--- src/rtl/dec_3x8_hold_if.sv ---
// Code-in / one-hot-out bus for dec_3x8_hold.
// OVF_CNT exists only when DEC_OVF_CNT_EN is defined.
interface dec_3x8_hold_if #(
  parameter int HOLD_W = 4
);
  logic [2:0]        D;
  logic              V;
  logic              RDY;
  logic [HOLD_W-1:0] HOLD;
  logic [7:0]        Y;
  logic              YV;
  logic              BUSY;
`ifdef DEC_OVF_CNT_EN
  logic [7:0]        OVF_CNT;
`endif

  modport master (
    output D, V, HOLD,
    input  RDY, Y, YV, BUSY
`ifdef DEC_OVF_CNT_EN
    , input OVF_CNT
`endif
  );

  modport slave (
    input  D, V, HOLD,
    output RDY, Y, YV, BUSY
`ifdef DEC_OVF_CNT_EN
    , output OVF_CNT
`endif
  );
endinterface

--- src/rtl/dec_3x8_hold.sv ---
// Sequential 3-to-8 decoder: FIFO-buffered codes replayed as one-hot words held HOLD+1 cycles.
// Optional drop counter OVF_CNT is enabled by defining DEC_OVF_CNT_EN.
module dec_3x8_hold #(
  parameter int DEPTH  = 4,
  parameter int HOLD_W = 4
) (
  input logic           clk,
  input logic           rst,
  dec_3x8_hold_if.slave bus
);
  localparam int PTR_W = $clog2(DEPTH);

  typedef enum logic {IDLE, DRIVE} state_t;

  logic [2:0]        mem [DEPTH];
  logic [PTR_W-1:0]  wr_ptr, rd_ptr;
  logic [PTR_W:0]    count;
  state_t            state;
  logic [HOLD_W-1:0] cnt;
  logic [7:0]        y_q;
  logic              yv_q;

  logic       full, fifo_ne, push, pop;
  logic [2:0] head;

  // Ready comes from the count at the start of the cycle, so a same-edge pop
  // never makes room for a push while full.
  assign full    = (count == (PTR_W+1)'(DEPTH));
  assign fifo_ne = (count != '0);
  assign push    = bus.V && !full;
  assign pop     = fifo_ne && ((state == IDLE) || (cnt == '0));
  assign head    = mem[rd_ptr];

  // NOTE: storage has no reset; the pointers and count alone define what is valid.
  always_ff @(posedge clk) begin
    if (push) mem[wr_ptr] <= bus.D;
  end

  // NOTE: all sequential state uses non-blocking assignment so every register samples pre-edge values.
  always_ff @(posedge clk or posedge rst) begin
    if (rst) begin
      wr_ptr <= '0;
      rd_ptr <= '0;
      count  <= '0;
    end else begin
      if (push) wr_ptr <= wr_ptr + PTR_W'(1);
      if (pop)  rd_ptr <= rd_ptr + PTR_W'(1);
      case ({push, pop})
        2'b10:   count <= count + (PTR_W+1)'(1);
        2'b01:   count <= count - (PTR_W+1)'(1);
        default: count <= count;
      endcase
    end
  end

  always_ff @(posedge clk or posedge rst) begin
    if (rst) begin
      state <= IDLE;
      y_q   <= 8'h00;
      yv_q  <= 1'b0;
      cnt   <= '0;
    end else begin
      case (state)
        IDLE: begin
          if (pop) begin
            y_q   <= 8'h01 << head;
            yv_q  <= 1'b1;
            cnt   <= bus.HOLD;
            state <= DRIVE;
          end
        end
        DRIVE: begin
          if (cnt != '0) begin
            cnt <= cnt - HOLD_W'(1);
          end else if (pop) begin
            // Back-to-back replay: the next code replaces this one with no idle gap.
            y_q <= 8'h01 << head;
            cnt <= bus.HOLD;
          end else begin
            y_q   <= 8'h00;
            yv_q  <= 1'b0;
            state <= IDLE;
          end
        end
        default: state <= IDLE;
      endcase
    end
  end

  assign bus.Y    = y_q;
  assign bus.YV   = yv_q;
  assign bus.RDY  = !full;
  assign bus.BUSY = fifo_ne || yv_q;

`ifdef DEC_OVF_CNT_EN
  logic [7:0] ovf_q;

  always_ff @(posedge clk or posedge rst) begin
    if (rst)                                   ovf_q <= 8'h00;
    else if (bus.V && full && ovf_q != 8'hFF)  ovf_q <= ovf_q + 8'h01;
  end

  assign bus.OVF_CNT = ovf_q;
`endif
endmodule

--- src/flat_wrapper.sv ---
// flat-port wrapper written by rule: the top's interface ports become plain ports
module dec_3x8_hold_flat 
#(
  parameter int DEPTH  = 4,
  parameter int HOLD_W = 4
)
  (clk, rst, bus_D, bus_V, bus_HOLD, bus_RDY, bus_Y, bus_YV, bus_BUSY);
  dec_3x8_hold_if #(.HOLD_W(HOLD_W)) bus_i ();
  input logic clk;
  input logic rst;
  input wire logic [$bits(bus_i.D)-1:0] bus_D;
  input wire logic [$bits(bus_i.V)-1:0] bus_V;
  input wire logic [$bits(bus_i.HOLD)-1:0] bus_HOLD;
  output wire logic [$bits(bus_i.RDY)-1:0] bus_RDY;
  output wire logic [$bits(bus_i.Y)-1:0] bus_Y;
  output wire logic [$bits(bus_i.YV)-1:0] bus_YV;
  output wire logic [$bits(bus_i.BUSY)-1:0] bus_BUSY;
  assign bus_i.D = bus_D;
  assign bus_i.V = bus_V;
  assign bus_i.HOLD = bus_HOLD;
  assign bus_RDY = bus_i.RDY;
  assign bus_Y = bus_i.Y;
  assign bus_YV = bus_i.YV;
  assign bus_BUSY = bus_i.BUSY;
  dec_3x8_hold #(.DEPTH(DEPTH), .HOLD_W(HOLD_W)) u_core (.clk(clk), .rst(rst), .bus(bus_i));
endmodule
--- config.mk ---
export PLATFORM = sky130hd
export DESIGN_NAME = dec_3x8_hold_flat
export DESIGN_NICKNAME = d
export VERILOG_FILES = /design/src/rtl/dec_3x8_hold_if.sv /design/src/rtl/dec_3x8_hold.sv /design/src/flat_wrapper.sv
export SDC_FILE = /design/constraint.sdc
export NUM_CORES = 1
export LEC_CHECK = 0
export BUFFER_PORTS_ARGS = -buffer_cell sky130_fd_sc_hd__buf_4
export CAP_MARGIN = 20
export CORE_ASPECT_RATIO = 1.25
export CORE_MARGIN = 2
export CORE_UTILIZATION = 41
export DETAILED_ROUTE_END_ITERATION = 8
export PLACE_DENSITY = 0.69
export SKIP_CTS_REPAIR_TIMING = 1
export SLEW_MARGIN = 10
export SYNTH_ARGS = -nofsm -noshare
export SYNTH_HDL_FRONTEND = slang
export SYNTH_SLANG_ARGS = --single-unit
--- constraint.sdc ---
create_clock -name clk -period 3 [get_ports clk]
set_input_delay 0.45 -clock clk [delete_from_list [all_inputs] [get_ports clk]]
set_output_delay 0.45 -clock clk [all_outputs]
set_load 0.05 [all_outputs]
==> results of run 1 <==
cell usage after synthesis:
cell type / number
a211oi_1: 1
a21boi_0: 1
a21oi_1: 2
a22o_1: 1
a32o_1: 4
a32oi_1: 1
and2_4: 1
and3_1: 5
clkbuf_1: 1
clkbuf_2: 1
dfrtp_1: 21
edfxtp_1: 12
fa_1: 1
ha_1: 6
inv_1: 11
mux2_2: 1
mux2_4: 1
mux2i_1: 1
mux4_1: 3
nand2_1: 13
nand2b_1: 1
nand3_1: 2
nor2_1: 2
nor3_1: 2
nor3_4: 1
o21ai_0: 2
o21ai_2: 1
o221a_1: 1
o2bb2ai_1: 3
or3_1: 1
or3b_1: 1
xnor2_1: 4
xor2_1: 3
cell type report:
cell class | instances | share of cell area (%)
clock buffer | 5 | 3.884
clock inverter | 3 | 0.7062
inverter | 11 | 2.331
multi-input combinational | 66 | 31.85
sequential | 33 | 50.00
tap | 39 | 2.754
timing repair buffer | 20 | 8.475
registers in the layout, summed over array words and instances (netlist names):
| register | count |
|---|---|
| u_core.state | 1 |
| u_core.cnt | 4 |
| u_core.rd_ptr | 2 |
| u_core.wr_ptr | 2 |
| u_core.bus.Y | 8 |
| u_core.count | 3 |
| u_core.mem | 12 |
| u_core.bus.YV | 1 |
metrics by stage:
| stage | cells | hold slack, ns |
|---|---|---|
| detailed placement | 169 | 0.4785 |
| finish | 177 | 0.3306 |
| floorplan | 112 | 0.4265 |
| global route | 177 | 0.3659 |
| CTS | 177 | 0.3548 |
| global placement | 169 | 0.4742 |
layer usage:
| layer | routed length (µm) | GRT usage (%) | share of wire (%) |
|---|---|---|---|
| met4 | 46 | 6.460 | 1.8 |
| met1 | 1036 | 14.80 | 41 |
| met3 | 129 | 5.054 | 5.1 |
| met5 | 0 | 0 | 0 |
| met2 | 1312 | 24.62 | 52 |
power breakdown:
group,switching [µW],internal (µW)
sequential,107,613
clock,151,156
combinational,427,292
logic make-up after synthesis:
kind of cell,Yosys count
compound gates,17
xor+xnor,7
fa+ha+maj,7
buf+inv,13
flops,33
mux,6
simple gates,29
critical path, stage by stage (launching register included):
cell and delay [ns]:
dfrtp_1 0.41, inv_1 0.07, ha_1 0.17, or3b_1 0.38, nand2_1 0.18, nand2_1 0.10
inv_1 0.16, ha_1 0.22, inv_1 0.07, fa_1 0.38, xor2_1 0.17, nor2_1 0.11
xor2_1 0.17
worst paths after layout:
kind | end | slack [ns] | depth (start not counted)
worst max-delay path | u_core.count[2]$_DFFE_PP0P_ | 0.32 | 12
worst min-delay path | u_core.count[2]$_DFFE_PP0P_ | 0.33 | 2
worst max register to register | u_core.count[2]$_DFFE_PP0P_ | 0.32 | 12
worst min register to register | u_core.bus.Y[5]$_DFFE_PP0P_ | 0.49 | 1
max in group asynchronous | u_core.bus.Y[0]$_DFFE_PP0P_ | 2.17 | 2
min in group clk | u_core.mem[3][1]$_DFFE_PP_ | 0.37 | 1
placed cells by master (no fill, tap or decap), types with 2 or more instances in the layout:
master,n
xor2_1,3
o21ai_0,2
edfxtp_1,12
inv_1,11
clkinv_1,2
and3_1,5
xnor2_1,4
dfrtp_1,21
nand3_1,2
buf_4,20
mux4_1,3
ha_1,6
nand2_1,13
a32o_1,4
nor2_1,2
o2bb2ai_1,3
a21oi_1,2
nor3_1,2
clkbuf_8,5
==> flow_metrics.py, run 1 <==
metrics = {
    "outcome": {
        "outcome": "completed",
    },
    "drt": {
        "drt_iter0_markers": 36,
        "wl_per_cell_um": 14.26,
        "avgViaCountPerCell": 5.480,
        "drc": 0,
        "vias": 970,
        "drtPass1Iterations": 4,
        "antenna_left": 0,
        "drt-total-wl_mm": 2.524,
    },
    "cells_and_area": {
        "layout-drive-gt1-share_pct": 22.46,
        "n_fill_cell": 306,
        "multiInputGateArea_um2": 564.3,
        "stdcell_area_mm2": 0.001772,
        "utilization_pct": 50.86,
        "area_growth_pct": 18.10,
        "diodes": 0,
        "nets": 154,
        "seq_area_um2": 885.9,
    },
    "pwr": {
        "total_power_uw": 1744,
        "power.density_mw_per_mm2": 984.6,
        "p_leak_uw": 0.0008026,
        "vdd_ir_drop_max_mv": 0.6256,
    },
    "sta": {
        "worst_slack_ns": 0.3247,
        "fin_crit_sh_pct": 89.18,
        "grt_setup_unrepaired": "no",
        "setup_viol": 0,
        "slew-limit-headroom_pct": 43.02,
        "fmaxAchievable_mhz": 373.8,
        "fin_setup_tns_ns": 0,
        "finalHoldViolCount": 0,
        "fin_worst_skew_ns": 0.002575,
        "tightest_slew_ns": 0.8482,
        "post-route-min-period_ns": 2.675,
        "final-max-slew-violation-count": 0,
    },
    "die": {
        "start_util_pct": 43.07,
        "die_area_mm2": 0.004162,
        "ios": 21,
        "fp.coreArea_mm2": 0.003483,
        "chipWidth_um": 58.11,
        "fp.dieH_um": 71.63,
        "rows": 24,
    },
    "global_routing": {
        "grt_pass1_wl_mm": 4.298,
        "overflow": 0,
        "track_usage_pct": 14.05,
        "grt_antenna_before_repair": 0,
        "first_global_vias": 1002,
        "grt_max_degree": 22,
    },
    "synth": {
        "synth_mux_area_share_pct": 7.673,
        "synthSimpleGateAreaFrac_pct": 10.26,
        "ys_seq_area_share_pct": 59.05,
        "yosys_warnings": 0,
        "synth-adder-area-share_pct": 6.339,
        "syn_area_per_cell_um2": 13.39,
        "synth_compound_area_share_pct": 9.258,
        "synth-seq-cells": 33,
        "syn_inst": 112,
        "synth_area_leaders": "dfrtp_1 35%, edfxtp_1 24%, mux4_1 5.3%",
        "synth_top_area_share_pct": 35.03,
        "synth_top_family_by_area": "simple AND/OR/NAND/NOR gates",
        "synth-xor-area-share_pct": 4.087,
        "syn_area_mm2": 0.001500,
        "synth_nets": 129,
        "yosysUniqueCellTypes": 33,
        "yosys.area.top_type": "dfrtp_1",
    },
    "worst_setup_path": {
        "crit_fanout": 6,
        "critPathCaptureType": "register",
        "startpoint": "u_core.cnt[0]$_DFF_PP0_",
        "rr_startpoint": "u_core.cnt[0]$_DFF_PP0_",
        "worstSetupPathType": "reg -> reg",
        "cp.required_ns": 3.20,
        "cp.arrival_ns": 2.87,
        "start_kind": "register",
    },
    "clocking": {
        "clock_latency_ns": 0.28,
        "cts_buffers": 5,
        "cts_buffer_depth": 2,
        "htreeDepth": 2,
        "clock-sinks": 33,
        "clock-root-buffer": "clkbuf_8",
        "cts_tree": "done",
        "path_clk_slew_ns": 0.06,
    },
    "place": {
        "dp_hpwl_mm": 1.917,
        "io_buffers": 20,
        "dp_slack_ns": 0.3235,
        "dpl_cell_area_mm2": 0.001690,
        "place_congestion": 0.8190,
    },
    "worst_hold_path": {
        "min_path_type": "in -> async",
    },
    "run": {
        "maxCapViolCount": 0,
    },
}
Power figures use the tool's default switching activity.
==> run 2, diff against run 1 <==
--- a/config.mk
+++ b/config.mk
@@ -5,13 +5,13 @@
 export SDC_FILE = /design/constraint.sdc
 export NUM_CORES = 1
 export LEC_CHECK = 0
-export BUFFER_PORTS_ARGS = -buffer_cell sky130_fd_sc_hd__buf_4
 export CAP_MARGIN = 20
 export CORE_ASPECT_RATIO = 1.25
 export CORE_MARGIN = 2
 export CORE_UTILIZATION = 41
 export DETAILED_ROUTE_END_ITERATION = 8
-export PLACE_DENSITY = 0.69
+export DONT_BUFFER_PORTS = 1
+export PLACE_DENSITY = 0.64
 export SKIP_CTS_REPAIR_TIMING = 1
 export SLEW_MARGIN = 10
 export SYNTH_ARGS = -nofsm -noshare
==> flow_metrics.py, run 2 (same netlist as run 1, synthesis figures left out) <==
metrics = {
    "outcome": {
        "outcome": "completed",
    },
    "die": {
        "rows": 24,
        "die_area_mm2": 0.004162,
        "start_util_pct": 43.07,
        "chipWidth_um": 58.11,
        "fp.coreArea_mm2": 0.003483,
        "fp.dieH_um": 71.63,
        "ios": 21,
    },
    "drt": {
        "wl_per_cell_um": 15.58,
        "drt_iter0_markers": 21,
        "antenna_left": 0,
        "drtPass1Iterations": 3,
        "drc": 0,
        "drt-total-wl_mm": 2.478,
        "avgViaCountPerCell": 5.585,
        "vias": 888,
    },
    "place": {
        "place_congestion": 0.7800,
        "dp_hpwl_mm": 1.893,
        "dpl_cell_area_mm2": 0.001555,
        "io_buffers": 0,
        "dp_slack_ns": 0.3455,
    },
    "sta": {
        "slew-limit-headroom_pct": 45.66,
        "setup_viol": 0,
        "grt_setup_unrepaired": "no",
        "worst_slack_ns": 0.3425,
        "fin_setup_tns_ns": 0,
        "final-max-slew-violation-count": 0,
        "fin_worst_skew_ns": 0.007569,
        "fmaxAchievable_mhz": 376.3,
        "fin_crit_sh_pct": 88.58,
        "tightest_slew_ns": 0.8142,
        "finalHoldViolCount": 0,
        "post-route-min-period_ns": 2.658,
    },
    "cells_and_area": {
        "area_growth_pct": 9.091,
        "utilization_pct": 46.98,
        "diodes": 0,
        "largest_reg_flops": 12,
        "regMostFlops": "u_core.mem",
        "stdcell_area_mm2": 0.001637,
        "layout-drive-gt1-share_pct": 10.83,
        "layout_commonest_cell": "dfrtp_1",
        "final_cell_mix": "21 x dfrtp_1, 13 x nand2_1, 12 x edfxtp_1",
        "nets": 136,
    },
    "pwr": {
        "power_frac_comb_pct": 33.8,
        "p_seq_share_pct": 48.0,
        "power.density_mw_per_mm2": 1034,
        "vdd_ir_drop_max_mv": 0.4928,
        "p_leak_uw": 0.0007124,
        "swShare_pct": 39.87,
        "clkPwrFrac_pct": 18.2,
        "power.internal_uw": 1017,
        "p_switching_uw": 674.5,
    },
    "clocking": {
        "htreeDepth": 2,
        "path_clk_slew_ns": 0.07,
        "cts_tree": "done",
        "clock_latency_ns": 0.28,
        "cts_buffers": 5,
        "clock-sinks": 33,
        "cts_buffer_depth": 2,
        "clock-root-buffer": "clkbuf_8",
    },
    "worst_hold_path": {
        "min_path_type": "in -> async",
    },
    "global_routing": {
        "grt_antenna_before_repair": 0,
        "grt_pass1_wl_mm": 4.305,
        "track_usage_pct": 14.16,
        "overflow": 0,
        "first_global_vias": 953,
        "grt_max_degree": 22,
    },
    "worst_setup_path": {
        "critPathCaptureType": "register",
        "rr_endpoint": "u_core.count[2]$_DFFE_PP0P_",
        "cp.required_ns": 3.19,
        "worst-r2r-cell-count": 12,
        "crit_fanout": 6,
        "start_kind": "register",
        "worstSetupPathType": "reg -> reg",
        "startpoint": "u_core.cnt[0]$_DFF_PP0_",
        "rr_startpoint": "u_core.cnt[0]$_DFF_PP0_",
        "r2r_setup_slack_ns": 0.34,
        "crit_end": "u_core.count[2]$_DFFE_PP0P_",
        "cp.arrival_ns": 2.85,
    },
    "run": {
        "maxCapViolCount": 0,
    },
}
-- run 2: per-stage QoR --
stage / total power, µW / hold slack (ns) / cells
2_1_floorplan: 1270 / 0.4265 / 112
3_3_place_gp: 1358 / 0.4845 / 151
3_5_place_dp: 1401 / 0.4968 / 151
4_1_cts: 1711 / 0.2468 / 159
5_1_grt: 1812 / 0.2488 / 159
6_report: 1692 / 0.2116 / 159
-- run 2: cell type report --
type                    count  area [µm²]
clock buffers               5       68.82
clock inverters             3       12.51
fillers                   313        1847
inverters                  11       41.29
multi-input cells          66       564.3
flip-flops and latches     33       885.9
well taps                  39       48.80
repair buffers              2       15.01
-- run 2: power by group through the flow --
stage	sequential (µW)	combinational [µW]	clock, µW
after floorplan	784	486	0
after global placement	814	544	0
after detailed placement	822	580	0
after CTS	814	580	317
after global routing	834	646	332
final	812	572	307
-- run 2: worst min-delay path by stage --
stage,to,depth (start not counted),slack (ns)
2_1_floorplan,u_core.bus.YV$_DFFE_PP0P_,1,0.43
3_3_place_gp,u_core.cnt[0]$_DFF_PP0_,1,0.48
3_5_place_dp,u_core.cnt[0]$_DFF_PP0_,1,0.50
4_1_cts,u_core.cnt[2]$_DFF_PP0_,1,0.25
5_1_grt,u_core.mem[1][0]$_DFFE_PP_,0,0.25
6_report,u_core.cnt[2]$_DFF_PP0_,1,0.21
-- run 2: worst max-delay path, cell delays in order, from the launching register on --
cell and delay, ns:
dfrtp_1 0.40, inv_1 0.07, ha_1 0.18, or3b_1 0.37
nand2_1 0.19, nand2_1 0.10, inv_1 0.18, ha_1 0.21
inv_1 0.06, fa_1 0.37, xor2_1 0.17, nor2_1 0.11
xor2_1 0.17
-- run 2: layer usage --
metal | up-vias | part of all wire (%) | global-route usage [%]
li1 | 418 | - | -
met1 | 445 | 39 | 14.56
met2 | 23 | 54 | 23.61
met3 | 2 | 6.2 | 6.859
met4 | 0 | 0.97 | 7.235
met5 | - | 0 | 0
==> run 3, diff against run 2 <==
--- a/config.mk
+++ b/config.mk
@@ -11,7 +11,7 @@
 export CORE_UTILIZATION = 41
 export DETAILED_ROUTE_END_ITERATION = 8
 export DONT_BUFFER_PORTS = 1
-export PLACE_DENSITY = 0.64
+export PLACE_DENSITY_LB_ADDON = 0.08
 export SKIP_CTS_REPAIR_TIMING = 1
 export SLEW_MARGIN = 10
 export SYNTH_ARGS = -nofsm -noshare
==> flow_metrics.py, run 3 (same netlist as run 1, synthesis figures left out) <==
metrics = {
    "cells_and_area": {
        "layout_commonest_cell": "dfrtp_1",
        "layout-drive-gt1-share_pct": 12.50,
        "regMostFlops": "u_core.mem",
        "largest_reg_flops": 12,
        "nets": 136,
        "diodes": 0,
        "stdcell_area_mm2": 0.001689,
        "area_growth_pct": 12.59,
        "final_cell_mix": "21 x dfrtp_1, 13 x nand2_1, 12 x edfxtp_1",
        "utilization_pct": 48.49,
    },
    "sta": {
        "slew-limit-headroom_pct": 47.46,
        "post-route-min-period_ns": 2.689,
        "fin_worst_skew_ns": 0.002968,
        "worst_slack_ns": 0.3112,
        "final-max-slew-violation-count": 0,
        "grt_setup_unrepaired": "no",
        "fin_setup_tns_ns": 0,
        "fin_crit_sh_pct": 89.63,
        "fmaxAchievable_mhz": 371.9,
        "finalHoldViolCount": 0,
        "tightest_slew_ns": 0.7872,
        "setup_viol": 0,
    },
    "place": {
        "dpl_cell_area_mm2": 0.001555,
        "dp_hpwl_mm": 1.786,
        "dp_slack_ns": 0.3554,
        "place_congestion": 0.7683,
        "io_buffers": 0,
    },
    "die": {
        "fp.dieH_um": 71.63,
        "start_util_pct": 43.07,
        "fp.coreArea_mm2": 0.003483,
        "chipWidth_um": 58.11,
        "rows": 24,
        "die_area_mm2": 0.004162,
        "ios": 21,
    },
    "worst_setup_path": {
        "critPathTopFamily": "simple AND/OR/NAND/NOR gates",
        "cp.required_ns": 3.20,
        "critPathCaptureType": "register",
        "start_kind": "register",
        "path_cells": "inv_1 > ha_1 > or3b_1 > nand2_1 > nand2_1 > inv_1 > ha_1 > inv_1 > fa_1 > xor2_1 > nor2_1 > xor2_1",
        "cp_common_cell": "inv_1",
        "worstSetupPathType": "reg -> reg",
        "crit_fanout": 6,
        "crit_slowest_cell": "dfrtp_1",
        "cp_num_buf_inv": 3,
        "critPathMaxStageDelay_ns": 0.41,
        "cp.arrival_ns": 2.89,
    },
    "clocking": {
        "path_clk_slew_ns": 0.07,
        "clock-root-buffer": "clkbuf_8",
        "cts_buffers": 5,
        "cts_tree": "done",
        "cts_buffer_depth": 2,
        "clock_latency_ns": 0.27,
        "clock-sinks": 33,
        "htreeDepth": 2,
    },
    "drt": {
        "vias": 856,
        "drt-total-wl_mm": 2.352,
        "antenna_left": 0,
        "drt_iter0_markers": 48,
        "drc": 0,
        "avgViaCountPerCell": 5.384,
        "drtPass1Iterations": 4,
        "wl_per_cell_um": 14.79,
    },
    "outcome": {
        "outcome": "completed",
    },
    "run": {
        "maxCapViolCount": 0,
    },
    "global_routing": {
        "first_global_vias": 938,
        "track_usage_pct": 13.00,
        "grt_pass1_wl_mm": 4.071,
        "overflow": 0,
        "grt_antenna_before_repair": 0,
        "grt_max_degree": 22,
    },
    "pwr": {
        "vdd_ir_drop_max_mv": 0.5643,
        "p_leak_uw": 0.0007376,
        "power.density_mw_per_mm2": 1104,
    },
    "worst_hold_path": {
        "min_path_type": "in -> async",
    },
}
==> run 3: final cells by class <==
type | instances | area [µm²]
sequential | 33 | 885.9
clock buffer | 5 | 68.82
tap | 39 | 48.80
timing repair buffer | 2 | 15.01
multi-input combinational | 66 | 564.3
fill | 309 | 1794
clock inverter | 3 | 65.06
inverter | 11 | 41.29
==> run 3: path summary, 6_finish.rpt <==
kind / from / to / slack (ns) / cells after the start
worst max-delay path: u_core.cnt[0]$_DFF_PP0_ / u_core.count[2]$_DFFE_PP0P_ / 0.31 / 12
worst min-delay path: rst / u_core.wr_ptr[1]$_DFFE_PP0P_ / 0.21 / 1
worst max register to register: u_core.cnt[0]$_DFF_PP0_ / u_core.count[2]$_DFFE_PP0P_ / 0.31 / 12
worst min register to register: u_core.count[0]$_DFFE_PP0P_ / u_core.count[0]$_DFFE_PP0P_ / 0.52 / 1
max in group asynchronous: rst / u_core.rd_ptr[0]$_DFFE_PP0P_ / 2.30 / 1
min in group clk: bus_D[2] / u_core.mem[2][2]$_DFFE_PP_ / 0.27 / 0
==> run 3: power by group <==
part	internal, µW	switching, µW	leakage [µW]
logic	249	314	0.000301
clock network	330	155	0.0000681
registers	611	205	0.000369
==> run 3: metal layers <==
layer | GRT usage (%) | vias up | routed length, µm
li1 | - | 419 | -
met1 | 14.00 | 412 | 1012
met2 | 22.60 | 23 | 1199
met3 | 6.318 | 2 | 124
met4 | 3.359 | 0 | 16
met5 | 0 | - | 0
==> run 3: through the flow <==
step | total power (µW) | hold slack, ns | cells
global route | 2000 | 0.2454 | 159
CTS | 1889 | 0.2438 | 159
global placement | 1369 | 0.4802 | 151
detailed placement | 1397 | 0.5104 | 151
finish | 1864 | 0.2079 | 159
floorplan | 1270 | 0.4265 | 112
==> run 3: worst register-to-register path, cell delays in order, from the launching register on <==
cell     delay [ns]
dfrtp_1        0.41
inv_1          0.07
ha_1           0.17
or3b_1         0.37
nand2_1        0.19
nand2_1        0.11
inv_1          0.20
ha_1           0.22
inv_1          0.06
fa_1           0.38
xor2_1         0.17
nor2_1         0.11
xor2_1         0.16
